`src/rtl/pipe_stage_skid_pkg.sv`:
```
// Shared definitions for valid/ready pipeline stages: state encoding of the
// two-entry skid stage and default payload/control widths per pipe boundary.
package pipe_stage_skid_pkg;

  typedef enum logic [1:0] {
    EMPTY   = 2'd0,
    ONE     = 2'd1,
    FULL    = 2'd2,
    ILLEGAL = 2'd3
  } skid_state_e;

  localparam int unsigned F2D_DATA_W = 64;
  localparam int unsigned F2D_CTRL_W = 3;
  localparam int unsigned D2X_DATA_W = 64;
  localparam int unsigned D2X_CTRL_W = 3;
  localparam int unsigned X2M_DATA_W = 64;
  localparam int unsigned X2M_CTRL_W = 3;
  localparam int unsigned M2W_DATA_W = 64;
  localparam int unsigned M2W_CTRL_W = 3;

endpackage

```
`src/rtl/pipe_stage_skid_sat_counter.sv`:
```
// Saturating up-counter with synchronous clear (clear wins over increment).
module sat_counter #(
  parameter int unsigned CNT_W = 16
) (
  input  logic             clk_i,
  input  logic             rst_ni,
  input  logic             inc_i,
  input  logic             clr_i,
  output logic [CNT_W-1:0] cnt_o
);

  logic [CNT_W-1:0] cnt_q, cnt_d;

  always_comb begin
    cnt_d = cnt_q;
    if (clr_i) begin
      cnt_d = '0;
    end else if (inc_i && (cnt_q != {CNT_W{1'b1}})) begin
      cnt_d = cnt_q + CNT_W'(1);
    end
  end

  always_ff @(posedge clk_i or negedge rst_ni) begin
    if (!rst_ni) begin
      cnt_q <= '0;
    end else begin
      cnt_q <= cnt_d;
    end
  end

  assign cnt_o = cnt_q;

endmodule

```
`src/rtl/pipe_stage_skid.sv`:
```
// Pipeline-stage register with valid/ready handshake, 2-entry skid buffer,
// bubble-inserting flush and a saturating stall-cycle counter.
//
// state | meaning
// EMPTY | no entry held; outputs are a bubble
// ONE   | main register holds the output entry
// FULL  | main drives output, skid holds the next entry; in_ready=0
module pipe_stage_skid
  import pipe_stage_skid_pkg::*;
#(
  parameter int unsigned DATA_W = 64,
  parameter int unsigned CTRL_W = 3,
  parameter int unsigned CNT_W  = 16
) (
  input  logic              clk,
  input  logic              rst,
  input  logic              in_valid,
  output logic              in_ready,
  input  logic [DATA_W-1:0] in_data,
  input  logic [CTRL_W-1:0] in_ctrl,
  input  logic              flush,
  output logic              out_valid,
  input  logic              out_ready,
  output logic [DATA_W-1:0] out_data,
  output logic [CTRL_W-1:0] out_ctrl,
  output logic [CNT_W-1:0]  stall_cnt,
  input  logic              stall_clr
);

  skid_state_e       state_q, state_d;
  logic [DATA_W-1:0] main_data_q, main_data_d;
  logic [CTRL_W-1:0] main_ctrl_q, main_ctrl_d;
  logic [DATA_W-1:0] skid_data_q, skid_data_d;
  logic [CTRL_W-1:0] skid_ctrl_q, skid_ctrl_d;
  logic              push, pop;

  // Handshake outputs come straight from state flops: no out_ready path.
  assign in_ready  = (state_q == EMPTY) || (state_q == ONE);
  assign out_valid = (state_q == ONE) || (state_q == FULL);
  assign out_data  = main_data_q;
  assign out_ctrl  = main_ctrl_q;

  assign push = in_valid && in_ready;
  assign pop  = out_valid && out_ready;

  always_comb begin
    state_d     = state_q;
    main_data_d = main_data_q;
    main_ctrl_d = main_ctrl_q;
    skid_data_d = skid_data_q;
    skid_ctrl_d = skid_ctrl_q;

    if (flush) begin
      state_d     = EMPTY;
      main_ctrl_d = '0;
    end else begin
      unique case (state_q)
        EMPTY: begin
          if (push) begin
            state_d     = ONE;
            main_data_d = in_data;
            main_ctrl_d = in_ctrl;
          end
        end
        ONE: begin
          if (push && pop) begin
            main_data_d = in_data;
            main_ctrl_d = in_ctrl;
          end else if (push) begin
            state_d     = FULL;
            skid_data_d = in_data;
            skid_ctrl_d = in_ctrl;
          end else if (pop) begin
            // Bubble is written into the register so out_ctrl is 0 on its own.
            state_d     = EMPTY;
            main_ctrl_d = '0;
          end
        end
        FULL: begin
          if (pop) begin
            state_d     = ONE;
            main_data_d = skid_data_q;
            main_ctrl_d = skid_ctrl_q;
          end
        end
        default: begin
          state_d     = EMPTY;
          main_ctrl_d = '0;
        end
      endcase
    end
  end

  always_ff @(posedge clk or negedge rst) begin
    if (!rst) begin
      state_q     <= EMPTY;
      main_data_q <= '0;
      main_ctrl_q <= '0;
      skid_data_q <= '0;
      skid_ctrl_q <= '0;
    end else begin
      state_q     <= state_d;
      main_data_q <= main_data_d;
      main_ctrl_q <= main_ctrl_d;
      skid_data_q <= skid_data_d;
      skid_ctrl_q <= skid_ctrl_d;
    end
  end

  sat_counter #(
    .CNT_W (CNT_W)
  ) u_stall_cnt (
    .clk_i  (clk),
    .rst_ni (rst),
    .inc_i  (out_valid && !out_ready),
    .clr_i  (stall_clr),
    .cnt_o  (stall_cnt)
  );

endmodule

```
`config.mk`:
```
export PLATFORM = sky130hd
export DESIGN_NAME = pipe_stage_skid
export DESIGN_NICKNAME = d
export VERILOG_FILES = /design/src/rtl/pipe_stage_skid_pkg.sv /design/src/rtl/pipe_stage_skid_sat_counter.sv /design/src/rtl/pipe_stage_skid.sv
export SDC_FILE = /design/constraint.sdc
export NUM_CORES = 1
export LEC_CHECK = 0
export CAP_MARGIN = 20
export CORE_MARGIN = 2
export CORE_UTILIZATION = 30
export DETAILED_ROUTE_END_ITERATION = 8
export PLACE_DENSITY = 0.58
export RECOVER_POWER = 100
export SETUP_SLACK_MARGIN = 0.05
export SKIP_CTS_REPAIR_TIMING = 1
export SLEW_MARGIN = 30
export SYNTH_ARGS = -nofsm -noshare
export SYNTH_HDL_FRONTEND = slang
export SYNTH_SLANG_ARGS = --single-unit
```
`constraint.sdc`:
```
create_clock -name clk -period 5.75 [get_ports clk]
set_input_delay 0.8625 -clock clk [delete_from_list [all_inputs] [get_ports clk]]
set_output_delay 0.8625 -clock clk [all_outputs]
set_load 0.01 [all_outputs]
```
==> flow_metrics.tcl <==
set metrics [dict create \
    path_max_fanout 37 \
    yosysSeqAreaShare_pct 53.0 \
    crit_path_frequent_cell "inv_1" \
    io_buffers 157 \
    use_met1_pct 18.1 \
    p_leak_nw 3.88 \
    cts.clk_slew.worst_paths_ns 0.06 \
    start_util_pct 30.6 \
    holdWs_ns 0.483 \
    synthTopCellsByArea "dfrtp_1 (53%), mux2_2 (22%), mux2_4 (13%), buf_6 (0.94%), ha_1 (0.87%)" \
    synth_adder_area_share_pct 0.871 \
    clock_skew_ns 0.00943 \
    cap_violations 4 \
    synth.distinct_cells 48 \
    yosys-top-cells-count "dfrtp_1 (152), mux2_2 (139), mux2_4 (60)" \
    synth_top_family_by_area "multiplexers" \
    wl_um 16900 \
    routabilityCongestion 0.731 \
    stdcell_count 985 \
    tns_ns 0 \
    cp_slowest_cell "ha_1" \
    grt_max_degree 106 \
    yosysTopAreaCellShare_pct 53.0 \
    synthesis.area_um2 7180 \
    die_area_um2 25200 \
    yosysTopAreaCell "dfrtp_1" \
    drc_errors 0 \
    ys_seq_elements 152 \
    required_ns 6.04 \
    firstDrtPassIters 4 \
    use_met3_pct 4.36 \
    setup_viol 0 \
    pin_count 158 \
    drive_gt1_share_pct 27.2 \
    async_reset_ff_share_pct 100 \
    grt_busiest_layer "met2" \
    dp_hpwl_um 11500 \
    path_class "flop to flop" \
    grt_pass1_vias 5072 \
    status "complete, but fails checks" \
    clock.fmax_mhz 248 \
    min_period_ns 4.03 \
    crit_path_end_kind "flop" \
    drv_slew 155 \
    critPathLaunchType "flop" \
    max_slew_margin_pct -89.9 \
    max_stage_delay_ns 1.49 \
    synth_mux_area_share_pct 34.6 \
    crit_buf_inv 4 \
    hp-class "flop to flop" \
    fp.dieH_um 159 \
    cts_buffers 17 \
    clock_path_buffers 2 \
    clock_latency_ns 0.42 \
    synth_compound_area_share_pct 3.68 \
    detail-route-antenna-nets 0 \
    wire_per_inst_um 17.1 \
    htreeDepth 4 \
    peakVddDrop_mv 0.213 \
    core_um2 23500 \
    via_per_inst 4.70 \
    violations "max-capacitance violations, max-slew violations" \
    cts-root-buf "clkbuf_16" \
    critical_path.top_delay_family "adder cells" \
    min_period_over_period_pct 70.1 \
    area_growth_pct 31.6 \
    die_x_um 159 \
    crit_chain "inv_1 > ha_1 > buf_12 > inv_1 > or3_1 > a21oi_4 > buf_4 > mux2_1" \
    cts_tree "built" \
    synth-simple-area-share_pct 5.24 \
    yosysMostFrequentCell "dfrtp_1" \
    antenna_found_initial 0 \
    total_power_mw 4.38 \
    row_count 56 \
    rsz0062_at_grt "false" \
    worst_slack_ns 1.72 \
    worstMarginPinSlew_ns 2.85 \
    cp.arrival_ns 4.32 \
    grt_pass1_wl_um 28300 \
    syn_inst 493 \
    dp_cells 952 \
    drt-initial-drc-count 199 \
    pre_cts_ws_ns 2.51 \
    synth_edf_count 0 \
    synth_fp_nets 571 \
    via_count 4625 \
    cts_sinks 152 \
    power.density_nw_per_um2 463 \
    track_usage_pct 14.0 \
    overflow 0 \
    nets 731 \
    synth_xor_area_share_pct 0.122 \
    yosys_warnings 0 \
    fillers 2212 \
    grtUsageMet2_pct 22.6 \
    diodes 0 \
    syn_area_per_cell_um2 14.6 \
    synth_ff_type "dfrtp_1" \
    finalHoldViolCount 0 \
]
cell usage in the layout, fill, tap and decap left out, types with 4 or more instances in the layout:
cell type / netlist / routed
clkdlybuf4s50_1: 0 / 70
nand3_1: 6 / 6
ha_1: 5 / 5
nand4_1: 5 / 5
nand2_1: 9 / 9
a21oi_1: 8 / 8
nor2_1: 9 / 9
mux2_1: 0 / 58
and3_1: 6 / 6
clkbuf_16: 0 / 17
inv_1: 10 / 10
clkinvlp_4: 0 / 4
nor3_1: 8 / 8
or4_1: 5 / 5
dlygate4sd3_1: 0 / 86
mux2_2: 139 / 138
dfrtp_1: 152 / 152
registers in the layout, indices dropped and copies added (netlist names):
register and count:
out_ctrl 3, out_data 64, skid_data_q 64, u_stall_cnt.cnt_o 16, skid_ctrl_q 3, state_q 2
metrics by stage:
stage / util, % / area (µm²)
global placement: 38.6 / 9070
CTS: 41.3 / 9680
global route: 40.3 / 9450
floorplan: - / 7180
finish: 40.3 / 9450
detailed placement: 38.7 / 9090
cells by family (layout without fill, tap and decap cells):
logic type                 after synthesis  after routing
AOI/OAI and AO/OA                       35             35
xor gates and xnor gates                 1              1
adders and majority gates                5              5
buffers and inverters                   33            206
DFF                                    152            152
muxes                                  201            201
and+or+nand+nor                         66             66
power by group:
| part | leakage (nW) | total, mW | internal, mW | switching [mW] |
|---|---|---|---|---|
| Combinational | 1.75 | 1.43 | 0.845 | 0.584 |
| Sequential | 1.85 | 1.82 | 1.55 | 0.263 |
| Clock | 0.282 | 1.13 | 0.666 | 0.468 |
| Total | 3.88 | 4.38 | 3.06 | 1.32 |
final timing paths:
kind	startpoint	endpoint	slack, ns	depth (start not counted)
min	out_data[1]	out_data[1]	0.48	1
min in group asynchronous	rst	u_stall_cnt.cnt_o[8]	1.35	1
max reg2reg	state_q[0]	out_data[7]	1.72	8
max	state_q[0]	out_data[7]	1.72	8
max in group asynchronous	rst	skid_data_q[58]	2.41	3
min reg2reg	out_data[1]	out_data[1]	0.48	1
routing by layer:
| metal | vias to the layer above | share of wire, % | routed length (µm) |
|---|---|---|---|
| li1 | 2130 | - | - |
| met1 | 2365 | 45 | 7550 |
| met2 | 116 | 49 | 8190 |
| met3 | 14 | 5.3 | 900 |
| met4 | 0 | 1.4 | 241 |
| met5 | - | 0 | 0 |
layout make-up:
cell class,instances,area [µm²],share of cell area (%)
timing repair buffer,164,1640,17.4
multi-input combinational,308,2970,31.4
clock inverter,13,144,1.52
sequential,152,3800,40.2
inverter,10,37.5,0.397
tap,319,399,4.22
clock buffer,19,453,4.79
Note: power is estimated with default switching activity, not from simulation.
